==> config.mk <==
export PLATFORM = sky130hd
export DESIGN_NAME = tm_sch_pio_init_flat
export DESIGN_NICKNAME = d
export VERILOG_FILES = /design/src/rtl/tm_sch_pio_init_if.sv /design/src/rtl/tm_sch_pio_init.sv /design/src/flat_wrapper.sv
export SDC_FILE = /design/constraint.sdc
export NUM_CORES = 1
export LEC_CHECK = 0
export BUFFER_PORTS_ARGS = -buffer_cell sky130_fd_sc_hd__buf_2
export CAP_MARGIN = 10
export CORE_AREA = 4 4 142 144
export DETAILED_ROUTE_END_ITERATION = 8
export DIE_AREA = 0 0 146 148
export MAX_ROUTING_LAYER = met4
export PLACE_DENSITY = 0.63
export SYNTH_ARGS = -nofsm -noshare
export SYNTH_HDL_FRONTEND = slang
export SYNTH_SLANG_ARGS = --single-unit
==> constraint.sdc <==
create_clock -name clk -period 3 [get_ports clk]
set_input_delay 0.15 -clock clk [delete_from_list [all_inputs] [get_ports clk]]
set_output_delay 0.15 -clock clk [all_outputs]
set_load 0.01 [all_outputs]
==> src/rtl/tm_sch_pio_init_if.sv <==
// PIO bus bundle for the first-level scheduler memory bank initiator.
// Carries the host request/response handshake, the shared register bus
// (reg_addr/reg_din/reg_rd/reg_wr), the one-hot target select reg_ms and
// the per-target mem_ack/mem_rdata return path.
//   master : initiator view (tm_sch_pio_init)
//   slave  : host + memory-target view (environment)
interface tm_sch_pio_init_if #(
    parameter int unsigned PIO_NBITS = 32,
    parameter int unsigned NUM_TGT   = 6
);
    logic                           host_req_valid;
    logic                           host_req_ready;
    logic                           host_req_wr;
    logic [PIO_NBITS-1:0]           host_req_addr;
    logic [PIO_NBITS-1:0]           host_req_wdata;
    logic                           host_rsp_valid;
    logic [PIO_NBITS-1:0]           host_rsp_rdata;
    logic                           host_rsp_err;
    logic [PIO_NBITS-1:0]           reg_addr;
    logic [PIO_NBITS-1:0]           reg_din;
    logic                           reg_rd;
    logic                           reg_wr;
    logic [NUM_TGT-1:0]             reg_ms;
    logic [NUM_TGT-1:0]             mem_ack;
    logic [NUM_TGT*PIO_NBITS-1:0]   mem_rdata;

    modport master (
        input  host_req_valid, host_req_wr, host_req_addr, host_req_wdata,
        input  mem_ack, mem_rdata,
        output host_req_ready, host_rsp_valid, host_rsp_rdata, host_rsp_err,
        output reg_addr, reg_din, reg_rd, reg_wr, reg_ms
    );

    modport slave (
        output host_req_valid, host_req_wr, host_req_addr, host_req_wdata,
        output mem_ack, mem_rdata,
        input  host_req_ready, host_rsp_valid, host_rsp_rdata, host_rsp_err,
        input  reg_addr, reg_din, reg_rd, reg_wr, reg_ms
    );
endinterface

==> src/rtl/tm_sch_pio_init.sv <==
// PIO initiator for the first-level scheduler memory bank.
// Takes one host register request at a time, decodes the target memory from
// host_req_addr[SEL_LSB +: SEL_NBITS], drives the shared register bus with a
// one-cycle rd/wr strobe and a held one-hot reg_ms, then returns a single
// one-cycle response carrying read data, or an error on decode miss/timeout.
// Ports:
//   clk    : clock
//   rst_ni : synchronous active-low reset
//   bus    : host request/response + register bus + per-target ack/rdata
module tm_sch_pio_init #(
    parameter int unsigned PIO_NBITS      = 32,
    parameter int unsigned NUM_TGT        = 6,
    parameter int unsigned SEL_LSB        = 16,
    parameter int unsigned SEL_NBITS      = 3,
    parameter int unsigned TIMEOUT_CYCLES = 255
) (
    input  logic                  clk,
    input  logic                  rst_ni,
    tm_sch_pio_init_if.master     bus
);
    localparam int unsigned CntW = $clog2(TIMEOUT_CYCLES + 1);

    typedef enum logic [0:0] {StIdle, StAccess} state_e;

    state_e                 state_q, state_d;
    logic [CntW-1:0]        cnt_q, cnt_d;
    logic [NUM_TGT-1:0]     ms_q, ms_d;
    logic [PIO_NBITS-1:0]   addr_q, addr_d;
    logic [PIO_NBITS-1:0]   din_q, din_d;
    logic                   rd_q, rd_d;
    logic                   wr_q, wr_d;
    logic                   is_wr_q, is_wr_d;
    logic                   rsp_valid_q, rsp_valid_d;
    logic [PIO_NBITS-1:0]   rsp_rdata_q, rsp_rdata_d;
    logic                   rsp_err_q, rsp_err_d;

    logic [SEL_NBITS-1:0]   req_sel;
    logic                   sel_ok;
    logic [NUM_TGT-1:0]     req_onehot;
    logic                   ack_hit;
    logic [PIO_NBITS-1:0]   sel_rdata;

    assign req_sel    = bus.host_req_addr[SEL_LSB +: SEL_NBITS];
    assign sel_ok     = (32'(req_sel) < NUM_TGT);
    assign req_onehot = NUM_TGT'(1) << req_sel;
    // ms_q is only non-zero during ACCESS, so this also drops acks seen in IDLE.
    assign ack_hit    = |(bus.mem_ack & ms_q);

    // One-hot AND-OR mux of the selected target's read data.
    always_comb begin
        sel_rdata = '0;
        for (int i = 0; i < int'(NUM_TGT); i++) begin
            if (ms_q[i]) begin
                sel_rdata = sel_rdata | bus.mem_rdata[i*PIO_NBITS +: PIO_NBITS];
            end
        end
    end

    always_comb begin
        state_d     = state_q;
        cnt_d       = cnt_q;
        ms_d        = ms_q;
        addr_d      = addr_q;
        din_d       = din_q;
        rd_d        = 1'b0;
        wr_d        = 1'b0;
        is_wr_d     = is_wr_q;
        rsp_valid_d = 1'b0;
        rsp_rdata_d = '0;
        rsp_err_d   = 1'b0;
        unique case (state_q)
            StIdle: begin
                if (bus.host_req_valid) begin
                    if (sel_ok) begin
                        state_d = StAccess;
                        cnt_d   = '0;
                        ms_d    = req_onehot;
                        addr_d  = bus.host_req_addr;
                        din_d   = bus.host_req_wdata;
                        rd_d    = ~bus.host_req_wr;
                        wr_d    = bus.host_req_wr;
                        is_wr_d = bus.host_req_wr;
                    end else begin
                        // Decode miss: answer immediately, bus stays quiet.
                        rsp_valid_d = 1'b1;
                        rsp_err_d   = 1'b1;
                    end
                end
            end
            StAccess: begin
                cnt_d = cnt_q + CntW'(1);
                // Ack is checked before the timeout so a last-cycle ack still wins.
                if (ack_hit) begin
                    rsp_valid_d = 1'b1;
                    rsp_rdata_d = is_wr_q ? '0 : sel_rdata;
                    state_d     = StIdle;
                    cnt_d       = '0;
                    ms_d        = '0;
                end else if (cnt_q == CntW'(TIMEOUT_CYCLES - 1)) begin
                    rsp_valid_d = 1'b1;
                    rsp_err_d   = 1'b1;
                    state_d     = StIdle;
                    cnt_d       = '0;
                    ms_d        = '0;
                end
            end
            default: state_d = StIdle;
        endcase
    end

    always_ff @(posedge clk) begin
        if (!rst_ni) begin
            state_q     <= StIdle;
            cnt_q       <= '0;
            ms_q        <= '0;
            addr_q      <= '0;
            din_q       <= '0;
            rd_q        <= 1'b0;
            wr_q        <= 1'b0;
            is_wr_q     <= 1'b0;
            rsp_valid_q <= 1'b0;
            rsp_rdata_q <= '0;
            rsp_err_q   <= 1'b0;
        end else begin
            state_q     <= state_d;
            cnt_q       <= cnt_d;
            ms_q        <= ms_d;
            addr_q      <= addr_d;
            din_q       <= din_d;
            rd_q        <= rd_d;
            wr_q        <= wr_d;
            is_wr_q     <= is_wr_d;
            rsp_valid_q <= rsp_valid_d;
            rsp_rdata_q <= rsp_rdata_d;
            rsp_err_q   <= rsp_err_d;
        end
    end

    assign bus.host_req_ready = (state_q == StIdle) && rst_ni;
    assign bus.host_rsp_valid = rsp_valid_q;
    assign bus.host_rsp_rdata = rsp_rdata_q;
    assign bus.host_rsp_err   = rsp_err_q;
    assign bus.reg_addr       = addr_q;
    assign bus.reg_din        = din_q;
    assign bus.reg_rd         = rd_q;
    assign bus.reg_wr         = wr_q;
    assign bus.reg_ms         = ms_q;
endmodule
==> src/flat_wrapper.sv <==
// flat-port wrapper written by rule: the top's interface ports become plain ports
module tm_sch_pio_init_flat 
#(
    parameter int unsigned PIO_NBITS      = 32,
    parameter int unsigned NUM_TGT        = 6,
    parameter int unsigned SEL_LSB        = 16,
    parameter int unsigned SEL_NBITS      = 3,
    parameter int unsigned TIMEOUT_CYCLES = 255
)
  (clk, rst_ni, bus_host_req_valid, bus_host_req_wr, bus_host_req_addr, bus_host_req_wdata, bus_mem_ack, bus_mem_rdata, bus_host_req_ready, bus_host_rsp_valid, bus_host_rsp_rdata, bus_host_rsp_err, bus_reg_addr, bus_reg_din, bus_reg_rd, bus_reg_wr, bus_reg_ms);
  tm_sch_pio_init_if #(.PIO_NBITS(PIO_NBITS), .NUM_TGT(NUM_TGT)) bus_i ();
  input  logic clk;
  input  logic rst_ni;
  input wire logic [$bits(bus_i.host_req_valid)-1:0] bus_host_req_valid;
  input wire logic [$bits(bus_i.host_req_wr)-1:0] bus_host_req_wr;
  input wire logic [$bits(bus_i.host_req_addr)-1:0] bus_host_req_addr;
  input wire logic [$bits(bus_i.host_req_wdata)-1:0] bus_host_req_wdata;
  input wire logic [$bits(bus_i.mem_ack)-1:0] bus_mem_ack;
  input wire logic [$bits(bus_i.mem_rdata)-1:0] bus_mem_rdata;
  output wire logic [$bits(bus_i.host_req_ready)-1:0] bus_host_req_ready;
  output wire logic [$bits(bus_i.host_rsp_valid)-1:0] bus_host_rsp_valid;
  output wire logic [$bits(bus_i.host_rsp_rdata)-1:0] bus_host_rsp_rdata;
  output wire logic [$bits(bus_i.host_rsp_err)-1:0] bus_host_rsp_err;
  output wire logic [$bits(bus_i.reg_addr)-1:0] bus_reg_addr;
  output wire logic [$bits(bus_i.reg_din)-1:0] bus_reg_din;
  output wire logic [$bits(bus_i.reg_rd)-1:0] bus_reg_rd;
  output wire logic [$bits(bus_i.reg_wr)-1:0] bus_reg_wr;
  output wire logic [$bits(bus_i.reg_ms)-1:0] bus_reg_ms;
  assign bus_i.host_req_valid = bus_host_req_valid;
  assign bus_i.host_req_wr = bus_host_req_wr;
  assign bus_i.host_req_addr = bus_host_req_addr;
  assign bus_i.host_req_wdata = bus_host_req_wdata;
  assign bus_i.mem_ack = bus_mem_ack;
  assign bus_i.mem_rdata = bus_mem_rdata;
  assign bus_host_req_ready = bus_i.host_req_ready;
  assign bus_host_rsp_valid = bus_i.host_rsp_valid;
  assign bus_host_rsp_rdata = bus_i.host_rsp_rdata;
  assign bus_host_rsp_err = bus_i.host_rsp_err;
  assign bus_reg_addr = bus_i.reg_addr;
  assign bus_reg_din = bus_i.reg_din;
  assign bus_reg_rd = bus_i.reg_rd;
  assign bus_reg_wr = bus_i.reg_wr;
  assign bus_reg_ms = bus_i.reg_ms;
  tm_sch_pio_init #(.PIO_NBITS(PIO_NBITS), .NUM_TGT(NUM_TGT), .SEL_LSB(SEL_LSB), .SEL_NBITS(SEL_NBITS), .TIMEOUT_CYCLES(TIMEOUT_CYCLES)) u_core (.clk(clk), .rst_ni(rst_ni), .bus(bus_i));
endmodule
==> flow_summary.html, run 1 <==
<table>
<tr><th>Metric</th><th>Value</th></tr>
<tr><th colspan="2">STA</th></tr>
<tr><td>Final setup margin</td><td>between 1000 and 1500 ps</td></tr>
<tr><td>Final slew viol count</td><td>0</td></tr>
<tr><td>Total negative setup slack</td><td>0 ps</td></tr>
<tr><td>Final clock period utilization by the worst path</td><td>64.0%</td></tr>
<tr><td>Actual slew at the worst max-slew pin</td><td>around 800 ps</td></tr>
<tr><td>Setup-violating endpoint count in the final report</td><td>0</td></tr>
<tr><td>RSZ-0062 raised after global routing</td><td>no</td></tr>
<tr><td>Final Hold Viols</td><td>0</td></tr>
<tr><td>Relative slew slack</td><td>45.5%</td></tr>
<tr><td>Highest achievable clock rate</td><td>521 MHz</td></tr>
<tr><td>Final period demand of the worst path</td><td>approximately 1900 ps</td></tr>
<tr><td>Post-Route Skew</td><td>between 15 and 20 ps</td></tr>
<tr><th colspan="2">Cells and area</th></tr>
<tr><td>Footprint of the flip-flops and latches</td><td>0.00232 sq mm</td></tr>
<tr><td>NumNets Final</td><td>1261</td></tr>
<tr><td>Final cell count without fillers</td><td>1250</td></tr>
<tr><td>Share of cells above drive strength 1</td><td>42.5%</td></tr>
<tr><td>Area Overhead vs Synth</td><td>64.0%</td></tr>
<tr><td>Final non-filler cell area</td><td>0.00840 sq mm</td></tr>
<tr><td>Number of fillers in the final layout</td><td>1849</td></tr>
<tr><td>Multi-input combinational cell area</td><td>0.00254 sq mm</td></tr>
<tr><th colspan="2">Logic synthesis</th></tr>
<tr><td>Avg Synthesized Cell Area</td><td>around 8.8 sq um</td></tr>
<tr><td>Fraction of post-synthesis cell area in the top cell type by area</td><td>45.3%</td></tr>
<tr><td>Async set or reset register ratio after synthesis</td><td>0%</td></tr>
<tr><td>Post-synth EDFFs</td><td>0</td></tr>
<tr><td>Total of flip-flops plus latches after synthesis</td><td>approximately 120</td></tr>
<tr><td>Most numerous cell in the Yosys netlist</td><td>nand2_1</td></tr>
<tr><td>Top flip-flop cell by instance count after synthesis</td><td>dfxtp_1</td></tr>
<tr><td>Library cell occupying the most area in the post-synthesis netlist</td><td>dfxtp_1</td></tr>
<tr><td>Syn_nets</td><td>848</td></tr>
<tr><td>Sequential share of the synthesized area</td><td>45.3%</td></tr>
<tr><td>Syn. warnings</td><td>0</td></tr>
<tr><td>Top cells by instance count after synthesis</td><td>nand2_1 (144), dfxtp_1 (116), a22oi_1 (96), a21boi_0 (60), a31oi_1 (32)</td></tr>
<tr><td>Synth top area cells</td><td>dfxtp_1 (45%), a22oi_1 (14%), nand2_1 (11%), a21boi_0 (8.8%), a31oi_1 (3.9%)</td></tr>
<tr><td>Number of library cell types mapped by synthesis</td><td>41</td></tr>
<tr><td>Cell area after synthesis</td><td>0.00512 sq mm</td></tr>
<tr><td>Cells after synthesis</td><td>580</td></tr>
<tr><th colspan="2">Routing</th></tr>
<tr><td>Number of vias after detailed routing</td><td>6059</td></tr>
<tr><td>Avg Vias per Cell</td><td>4.85</td></tr>
<tr><td>Post-detailed-route wirelength per cell</td><td>18.2 um</td></tr>
<tr><td>First-pass iteration count of the detailed router</td><td>4</td></tr>
<tr><td>Residual antenna-violating net count after detailed routing</td><td>0</td></tr>
<tr><td>Post-route DRC violation count</td><td>0</td></tr>
<tr><td>Total wirelength of the detailed-routed design</td><td>22.7 mm</td></tr>
<tr><td>Detailed router's first-iteration violation count</td><td>roughly 340</td></tr>
<tr><th colspan="2">Clock network</th></tr>
<tr><td>Number of resized instances in the post-cts repair step</td><td>0</td></tr>
<tr><td>TritonCTS clock tree</td><td>yes</td></tr>
<tr><td>Maximum root-to-sink buffer count</td><td>2</td></tr>
<tr><td>Cts bufs inserted</td><td>17</td></tr>
<tr><td>Clock sinks</td><td>116</td></tr>
<tr><td>H-Tree Depth</td><td>4</td></tr>
<tr><td>CTS clock-pin slew for the worst setup and hold paths</td><td>60 ps</td></tr>
<tr><td>Clock latency on the worst-skew pair</td><td>410 ps</td></tr>
<tr><td>CTS Root Cell</td><td>clkbuf_16</td></tr>
<tr><th colspan="2">Die</th></tr>
<tr><td>DIE WIDTH</td><td>146 um</td></tr>
<tr><td>Die Y</td><td>about 150 um</td></tr>
<tr><td>Core Area</td><td>about 0.019 sq mm</td></tr>
<tr><td>Boundary Pins</td><td>373</td></tr>
<tr><td>Initial cell density of the core</td><td>27.4%</td></tr>
<tr><td>Row count</td><td>50</td></tr>
<tr><td>Total die area</td><td>0.0216 sq mm</td></tr>
<tr><th colspan="2">Place</th></tr>
<tr><td>Placement-stage cell area</td><td>0.00713 sq mm</td></tr>
<tr><td>Buffers added on ports</td><td>between 300 and 400</td></tr>
<tr><td>Worst setup slack before clock tree synthesis</td><td>1060 ps</td></tr>
<tr><td>Placer's final routability congestion estimate</td><td>0.878</td></tr>
<tr><td>Number of placed instances, taps included</td><td>1146</td></tr>
<tr><td>Half-perimeter wire length after detailed placement</td><td>16.3 mm</td></tr>
<tr><th colspan="2">Global route</th></tr>
<tr><td>Global-route wire length before repair</td><td>34.0 mm</td></tr>
<tr><td>Pin count of the biggest net entering global routing</td><td>71</td></tr>
<tr><td>Overall overflow remaining after global route</td><td>0</td></tr>
<tr><td>Total global routing track utilization</td><td>about a fifth</td></tr>
<tr><td>Vias in the first global route</td><td>5964</td></tr>
<tr><td>Antenna violations before repair</td><td>11</td></tr>
<tr><th colspan="2">Setup path</th></tr>
<tr><td>Category of the worst setup path launch point</td><td>flip-flop</td></tr>
<tr><td>Delay contributed by the slowest stage of the critical path</td><td>between 600 and 700 ps</td></tr>
<tr><td>Maximum net fanout on the critical path</td><td>41</td></tr>
<tr><td>Critical path data required time</td><td>3320 ps</td></tr>
<tr><td>Kind of critical path</td><td>reg2reg</td></tr>
<tr><td>Worst setup EP type</td><td>flip-flop</td></tr>
<tr><td>Cells along the critical path</td><td>nor2b_1 -&gt; nand2_2 -&gt; buf_4 -&gt; nand2_1 -&gt; a21boi_0</td></tr>
<tr><td>Master of the slowest instance on the critical path</td><td>nand2_2</td></tr>
<tr><td>Worst Path Arrival</td><td>between 2000 and 2500 ps</td></tr>
<tr><th colspan="2">Pwr</th></tr>
<tr><td>Worst-case vdd ir drop</td><td>396 uV</td></tr>
<tr><td>Power per unit of standard cell area</td><td>~520 mW/mm^2</td></tr>
<tr><td>Power after layout</td><td>4.38 mW</td></tr>
<tr><td>Static Leak</td><td>3.78 nW</td></tr>
<tr><th colspan="2">Job</th></tr>
<tr><td># Max-Cap Violations</td><td>0</td></tr>
<tr><th colspan="2">Hold path</th></tr>
<tr><td>Min-delay worst type</td><td>in2reg</td></tr>
<tr><th colspan="2">Run status</th></tr>
<tr><td>Result of the run</td><td>finished clean</td></tr>
</table>
## placed cells by master, fill, tap and decap left out, types with 6 or more instances in the layout
master and instances:
dlygate4sd3_1 62, buf_2 372, mux2i_1 6, a21boi_1 12
a31oi_1 32, nand3_1 6, buf_4 10, or3_1 6
dfxtp_1 114, nand2_1 144, clkbuf_16 17, a21boi_0 60
a22oi_1 96, diode_2 11
## critical path, delay by kind of cell (launching register included)
kind            cells  cell delay (ps)
compound gates      1              200
simple gates        3              800
flops               1              490
buf+inv             1              320
## area by class of cell
| type | instances | share of cell area (%) |
|---|---|---|
| Antenna cell | 11 | 0.328 |
| Clock buffer | 22 | 5.64 |
| Clock inverter | 9 | 1.80 |
| Inverter | 3 | 0.134 |
| Multi-Input combinational cell | 410 | 30.3 |
| Sequential cell | 116 | 27.7 |
| Tap cell | 234 | 3.48 |
| Timing Repair Buffer | 445 | 30.7 |
## timing repair
action	4_1_cts	5_1_grt
buffers inserted	0	0
endpoints found under the hold margin	62	0
hold buffers	62	0
## logic make-up after synthesis
family                   share of synthesized area [%]
AO/OA/AOI/OAI                                     32.8
adder cells (fa/ha/maj)                          0.488
buffers and inverters                             5.05
flip-flops                                        45.3
multiplexers                                      1.17
AND/OR/NAND/NOR                                   15.1
## stage by stage
| stage | util (%) | hold WS (ps) |
|---|---|---|
| finish | 44.9 | 17.8 |
| global placement | 38.1 | 392 |
| detailed placement | 38.1 | 395 |
| global route | 44.9 | 26.1 |
| floorplan | - | 226 |
| CTS | 44.8 | 1.10 |
## where the power goes
part / internal [mW] / switching [mW] / leakage, nW / total [mW]
registers: 1.60 / 0.0318 / 0.945 / 1.63
clock network: 1.45 / 0.714 / 0.306 / 2.16
logic: 0.299 / 0.286 / 2.53 / 0.585
## layer usage
metal	share of wire [%]	track usage [%]	vias up
li1	-	-	2942
met1	39	23.1	2817
met2	51	34.3	275
met3	8.2	6.41	25
met4	1.9	8.94	0
met5	0	-	-
## sequential cells by signal, summed over array words and instances, names as in the netlist, 6 cells and up
register                   count
u_core.bus.host_rsp_rdata     32
u_core.bus.reg_addr           32
u_core.bus.reg_ms              6
u_core.bus.reg_din            32
u_core.cnt_q                   8
## final timing paths
kind	startpoint	to	slack, ps	depth (start not counted)
max	u_core.state_q$_SDFF_PN0_	u_core.bus.reg_din[1]$_SDFFE_PN0P_	1080	5
min	bus_host_req_wdata[17]	u_core.bus.reg_din[17]$_SDFFE_PN0P_	20	3
max reg2reg	u_core.state_q$_SDFF_PN0_	u_core.bus.reg_din[1]$_SDFFE_PN0P_	1080	5
min reg2reg	u_core.is_wr_q$_SDFFE_PN0P_	u_core.is_wr_q$_SDFFE_PN0P_	450	2
Note: power is estimated with default switching activity, not from simulation.
==> inputs of run 2 (changes only) <==
--- a/config.mk
+++ b/config.mk
@@ -7,9 +7,9 @@
 export LEC_CHECK = 0
 export BUFFER_PORTS_ARGS = -buffer_cell sky130_fd_sc_hd__buf_2
 export CAP_MARGIN = 10
-export CORE_AREA = 4 4 142 144
+export CORE_AREA = 4 4 143 145
 export DETAILED_ROUTE_END_ITERATION = 8
-export DIE_AREA = 0 0 146 148
+export DIE_AREA = 0 0 147 149
 export MAX_ROUTING_LAYER = met4
 export PLACE_DENSITY = 0.63
 export SYNTH_ARGS = -nofsm -noshare
==> constraint.sdc (replaced) <==
create_clock -name clk -period 1.9 [get_ports clk]
set_input_delay 0.095 -clock clk [delete_from_list [all_inputs] [get_ports clk]]
set_output_delay 0.095 -clock clk [all_outputs]
set_load 0.01 [all_outputs]
==> run 2 against run 1 <==
Effect of this change: register-to-register slack worse by 960 ps; combinational power rose by 79%; non-clock buffer count up 81; flip-flop and latch count did not move; routed wire length increased by 3.1%; worst setup slack got worse by 960 ps; global-route usage increased by 0.56 points; clock skew fell by 11 ps; critical path type unchanged.
==> flow_summary.html, run 2 (synthesis gave the netlist of run 1 again) <==
<table>
<tr><th>Metric</th><th>Value</th></tr>
<tr><th colspan="2">Cells and area</th></tr>
<tr><td>Number of fillers in the final layout</td><td>1838 (was 1849)</td></tr>
<tr><td>Area Overhead vs Synth</td><td>79.5% (was 64.0%)</td></tr>
<tr><td>Commonest non-fill, non-tap cell in the layout</td><td>buf_2 (unchanged)</td></tr>
<tr><td>Highest-count cells in the layout ignoring fill and taps</td><td>buf_2 (372), nand2_1 (144), dlygate4sd3_1 (138) (was buf_2 (372), nand2_1 (144), dfxtp_1 (114))</td></tr>
<tr><td>Footprint of the flip-flops and latches</td><td>0.00232 sq mm (about the same)</td></tr>
<tr><td>Multi-input combinational cell area</td><td>0.00254 sq mm (unchanged)</td></tr>
<tr><td>Share of cells above drive strength 1</td><td>39.3% (was 42.5%)</td></tr>
<tr><td>NumNets Final</td><td>1342 (was 1261)</td></tr>
<tr><td>Post-layout utilization of the core</td><td>47.9% (was 44.9%)</td></tr>
<tr><td>Final non-filler cell area</td><td>0.00920 sq mm (was 0.00840 sq mm)</td></tr>
<tr><th colspan="2">Pwr</th></tr>
<tr><td>Static Leak</td><td>4.04 nW (was 3.78 nW)</td></tr>
<tr><td>Combinational share of power</td><td>15.5% (was 13.4%)</td></tr>
<tr><td>Worst-case vdd ir drop</td><td>602 uV (was 396 uV)</td></tr>
<tr><td>Switching share of power</td><td>23.7% (was 23.6%)</td></tr>
<tr><td>Power per unit of standard cell area</td><td>735 mW/mm^2 (was 521 mW/mm^2)</td></tr>
<tr><td>Share of power burned in registers</td><td>38.1% (was 37.3%)</td></tr>
<tr><td>Net Switching</td><td>1.60 mW (was 1.03 mW)</td></tr>
<tr><td>Power after layout</td><td>6.76 mW (was 4.38 mW)</td></tr>
<tr><td>Internal power</td><td>5.16 mW (was 3.35 mW)</td></tr>
<tr><td>Power share of the clock group</td><td>46.4% (was 49.4%)</td></tr>
<tr><th colspan="2">Hold path</th></tr>
<tr><td>Hold Path Origin</td><td>bus_mem_rdata[191] (was bus_host_req_wdata[17])</td></tr>
<tr><td>Min-Delay Path Depth</td><td>3 (unchanged)</td></tr>
<tr><td>End of the worst hold path</td><td>u_core.bus.host_rsp_rdata[31]$_SDFF_PP0_ (was u_core.bus.reg_din[17]$_SDFFE_PN0P_)</td></tr>
<tr><td>Min-delay worst type</td><td>in2reg (unchanged)</td></tr>
<tr><th colspan="2">Place</th></tr>
<tr><td>Buffers added on ports</td><td>372 (unchanged)</td></tr>
<tr><td>Placement-stage cell area</td><td>0.00722 sq mm (was 0.00713 sq mm)</td></tr>
<tr><td>Half-perimeter wire length after detailed placement</td><td>16.5 mm (was 16.3 mm)</td></tr>
<tr><td>Placer's final routability congestion estimate</td><td>0.876 (was 0.878)</td></tr>
<tr><th colspan="2">Clock network</th></tr>
<tr><td>CTS clock-pin slew for the worst setup and hold paths</td><td>50 ps (was 60 ps)</td></tr>
<tr><td>Cts bufs inserted</td><td>17 (unchanged)</td></tr>
<tr><td>Maximum root-to-sink buffer count</td><td>2 (unchanged)</td></tr>
<tr><td>CTS Root Cell</td><td>clkbuf_16 (unchanged)</td></tr>
<tr><td>Clock latency on the worst-skew pair</td><td>400 ps (was 410 ps)</td></tr>
<tr><td>TritonCTS clock tree</td><td>yes (unchanged)</td></tr>
<tr><td>H-Tree Depth</td><td>4 (unchanged)</td></tr>
<tr><td>Number of buffers added for setup after CTS</td><td>0 (unchanged)</td></tr>
<tr><td>Clock sinks</td><td>116 (unchanged)</td></tr>
<tr><th colspan="2">Die</th></tr>
<tr><td>Row count</td><td>51 (was 50)</td></tr>
<tr><td>Die Y</td><td>149 um (was 148 um)</td></tr>
<tr><td>Initial cell density of the core</td><td>26.7% (was 27.4%)</td></tr>
<tr><td>Core Area</td><td>0.0192 sq mm (was 0.0187 sq mm)</td></tr>
<tr><td>Boundary Pins</td><td>373 (unchanged)</td></tr>
<tr><td>DIE WIDTH</td><td>147 um (was 146 um)</td></tr>
<tr><td>Total die area</td><td>0.0219 sq mm (was 0.0216 sq mm)</td></tr>
<tr><th colspan="2">Routing</th></tr>
<tr><td>Post-route DRC violation count</td><td>0 (unchanged)</td></tr>
<tr><td>Post-detailed-route wirelength per cell</td><td>17.2 um (was 18.2 um)</td></tr>
<tr><td>Residual antenna-violating net count after detailed routing</td><td>0 (unchanged)</td></tr>
<tr><td>Detailed router's first-iteration violation count</td><td>301 (was 336)</td></tr>
<tr><td>Total wirelength of the detailed-routed design</td><td>23.4 mm (was 22.7 mm)</td></tr>
<tr><td>Number of vias after detailed routing</td><td>6429 (was 6059)</td></tr>
<tr><td>Avg Vias per Cell</td><td>4.72 (was 4.85)</td></tr>
<tr><td>First-pass iteration count of the detailed router</td><td>4 (unchanged)</td></tr>
<tr><th colspan="2">STA</th></tr>
<tr><td>Setup-violating endpoint count in the final report</td><td>0 (unchanged)</td></tr>
<tr><td>RSZ-0062 raised after global routing</td><td>no (unchanged)</td></tr>
<tr><td>Relative slew slack</td><td>56.9% (was 45.5%)</td></tr>
<tr><td>Final period demand of the worst path</td><td>1780 ps (was 1920 ps)</td></tr>
<tr><td>Final slew viol count</td><td>0 (unchanged)</td></tr>
<tr><td>Final clock period utilization by the worst path</td><td>93.5% (was 64.0%)</td></tr>
<tr><td>Final Hold Viols</td><td>0 (unchanged)</td></tr>
<tr><td>Highest achievable clock rate</td><td>563 MHz (was 521 MHz)</td></tr>
<tr><td>Actual slew at the worst max-slew pin</td><td>647 ps (was 815 ps)</td></tr>
<tr><td>Post-Route Skew</td><td>5.08 ps (was 16.1 ps)</td></tr>
<tr><td>Total negative setup slack</td><td>0 ps (unchanged)</td></tr>
<tr><th colspan="2">Setup path</th></tr>
<tr><td>R2R depth</td><td>4 (was 5)</td></tr>
<tr><td>Maximum net fanout on the critical path</td><td>34 (was 41)</td></tr>
<tr><td>Endpoint of the worst register-to-register path</td><td>u_core.bus.host_rsp_rdata[22]$_SDFF_PP0_ (was u_core.bus.reg_din[1]$_SDFFE_PN0P_)</td></tr>
<tr><td>Category of the worst setup path launch point</td><td>flip-flop (unchanged)</td></tr>
<tr><td>Worst reg2reg setup slack</td><td>120 ps (was 1080 ps)</td></tr>
<tr><td>Critical path data required time</td><td>2230 ps (was 3320 ps)</td></tr>
<tr><td>Kind of critical path</td><td>reg2reg (unchanged)</td></tr>
<tr><td>Worst Path Arrival</td><td>2100 ps (was 2240 ps)</td></tr>
<tr><td>Start of the worst register-to-register path</td><td>u_core.bus.reg_ms[0]$_SDFFE_PN0P_ (was u_core.state_q$_SDFF_PN0_)</td></tr>
<tr><td>Worst setup EP type</td><td>flip-flop (unchanged)</td></tr>
<tr><th colspan="2">Global route</th></tr>
<tr><td>Vias in the first global route</td><td>6567 (was 5964)</td></tr>
<tr><td>Global-route wire length before repair</td><td>35.4 mm (was 34.0 mm)</td></tr>
<tr><td>Overall overflow remaining after global route</td><td>0 (unchanged)</td></tr>
<tr><td>Antenna violations before repair</td><td>9 (was 11)</td></tr>
<tr><td>Pin count of the biggest net entering global routing</td><td>43 (was 71)</td></tr>
<tr><td>Total global routing track utilization</td><td>21.2% (was 20.6%)</td></tr>
<tr><th colspan="2">Run status</th></tr>
<tr><td>Result of the run</td><td>finished clean (unchanged)</td></tr>
<tr><th colspan="2">Job</th></tr>
<tr><td># Max-Cap Violations</td><td>0 (unchanged)</td></tr>
</table>
[run 2: changes by cell type in the layout (fill, tap and decap cells not counted), sizes merged]
cell,delta
clkinv,-2
diode,-1
dlygate4sd3,+76
clkinvlp,-1
buf,+5
clkbuf,+5
bufinv,-2
[run 2: layout make-up]
type | count | area share (%)
repair buffers | 526 | 36.9
diodes | 10 | 0.272
multi-input cells | 410 | 27.6
inverters | 3 | 0.122
well taps | 265 | 3.60
clock buffers | 27 | 5.47
flip-flops and latches | 116 | 25.3
clock inverters | 4 | 0.762
[run 2: power by group through the flow]
stage          Clock (mW)  Sequential, mW  Combinational [mW]
2_1_floorplan           0            2.66               0.322
3_3_place_gp            0            2.62               0.819
3_5_place_dp            0            2.63               0.827
4_1_cts              3.24            2.58                1.04
5_1_grt              3.37            2.59                1.14
6_report             3.14            2.58                1.05
[run 2: critical path: stages (launching register included)]
cell	delay, ps
dfxtp_1	370
buf_4	410
a22oi_1	160
dlygate4sd3_1	590
a31oi_1	150
[run 2: how the worst max path moves through the flow]
| stage | from | to | slack [ps] | depth (start not counted) |
|---|---|---|---|---|
| 2_1_floorplan | u_core.cnt_q[0]$_SDFFE_PN0P_ | u_core.cnt_q[4]$_SDFFE_PN0P_ | 460 | 6 |
| 3_3_place_gp | u_core.cnt_q[0]$_SDFFE_PN0P_ | u_core.cnt_q[4]$_SDFFE_PN0P_ | 330 | 6 |
| 3_5_place_dp | u_core.cnt_q[0]$_SDFFE_PN0P_ | u_core.cnt_q[4]$_SDFFE_PN0P_ | 300 | 6 |
| 4_1_cts | u_core.bus.reg_ms[0]$_SDFFE_PN0P_ | u_core.bus.host_rsp_rdata[19]$_SDFF_PP0_ | 160 | 4 |
| 5_1_grt | u_core.bus.reg_ms[0]$_SDFFE_PN0P_ | u_core.bus.host_rsp_rdata[10]$_SDFF_PP0_ | 9 | 4 |
| 6_report | u_core.bus.reg_ms[0]$_SDFFE_PN0P_ | u_core.bus.host_rsp_rdata[22]$_SDFF_PP0_ | 120 | 4 |
[run 2: layer usage]
layer,part of all wire (%),GRT usage (%),up-vias,routed length (um)
met5,0,-,-,0
met4,3.2,9.27,0,757
met3,8.6,6.44,48,2010
met2,50,35.2,313,11700
met1,38,23.7,2961,8990
li1,-,-,3107,-
[run 2: per-stage QoR]
stage                     setup slack [ps]  cells  hold slack [ps]
final                                  123   1361             17.5
after global routing                  8.86   1360             4.79
after global placement                 332   1182              300
after floorplan                        459    580              171
after detailed placement               296   1182              314
after CTS                              161   1350            0.140
[run 2: timing repair]
action / CTS / global route
hold buffers: 137 / 1
setup endpoints to repair: 0 / 2
endpoints found under the hold margin: 93 / 1
resized for setup: 0 / 1
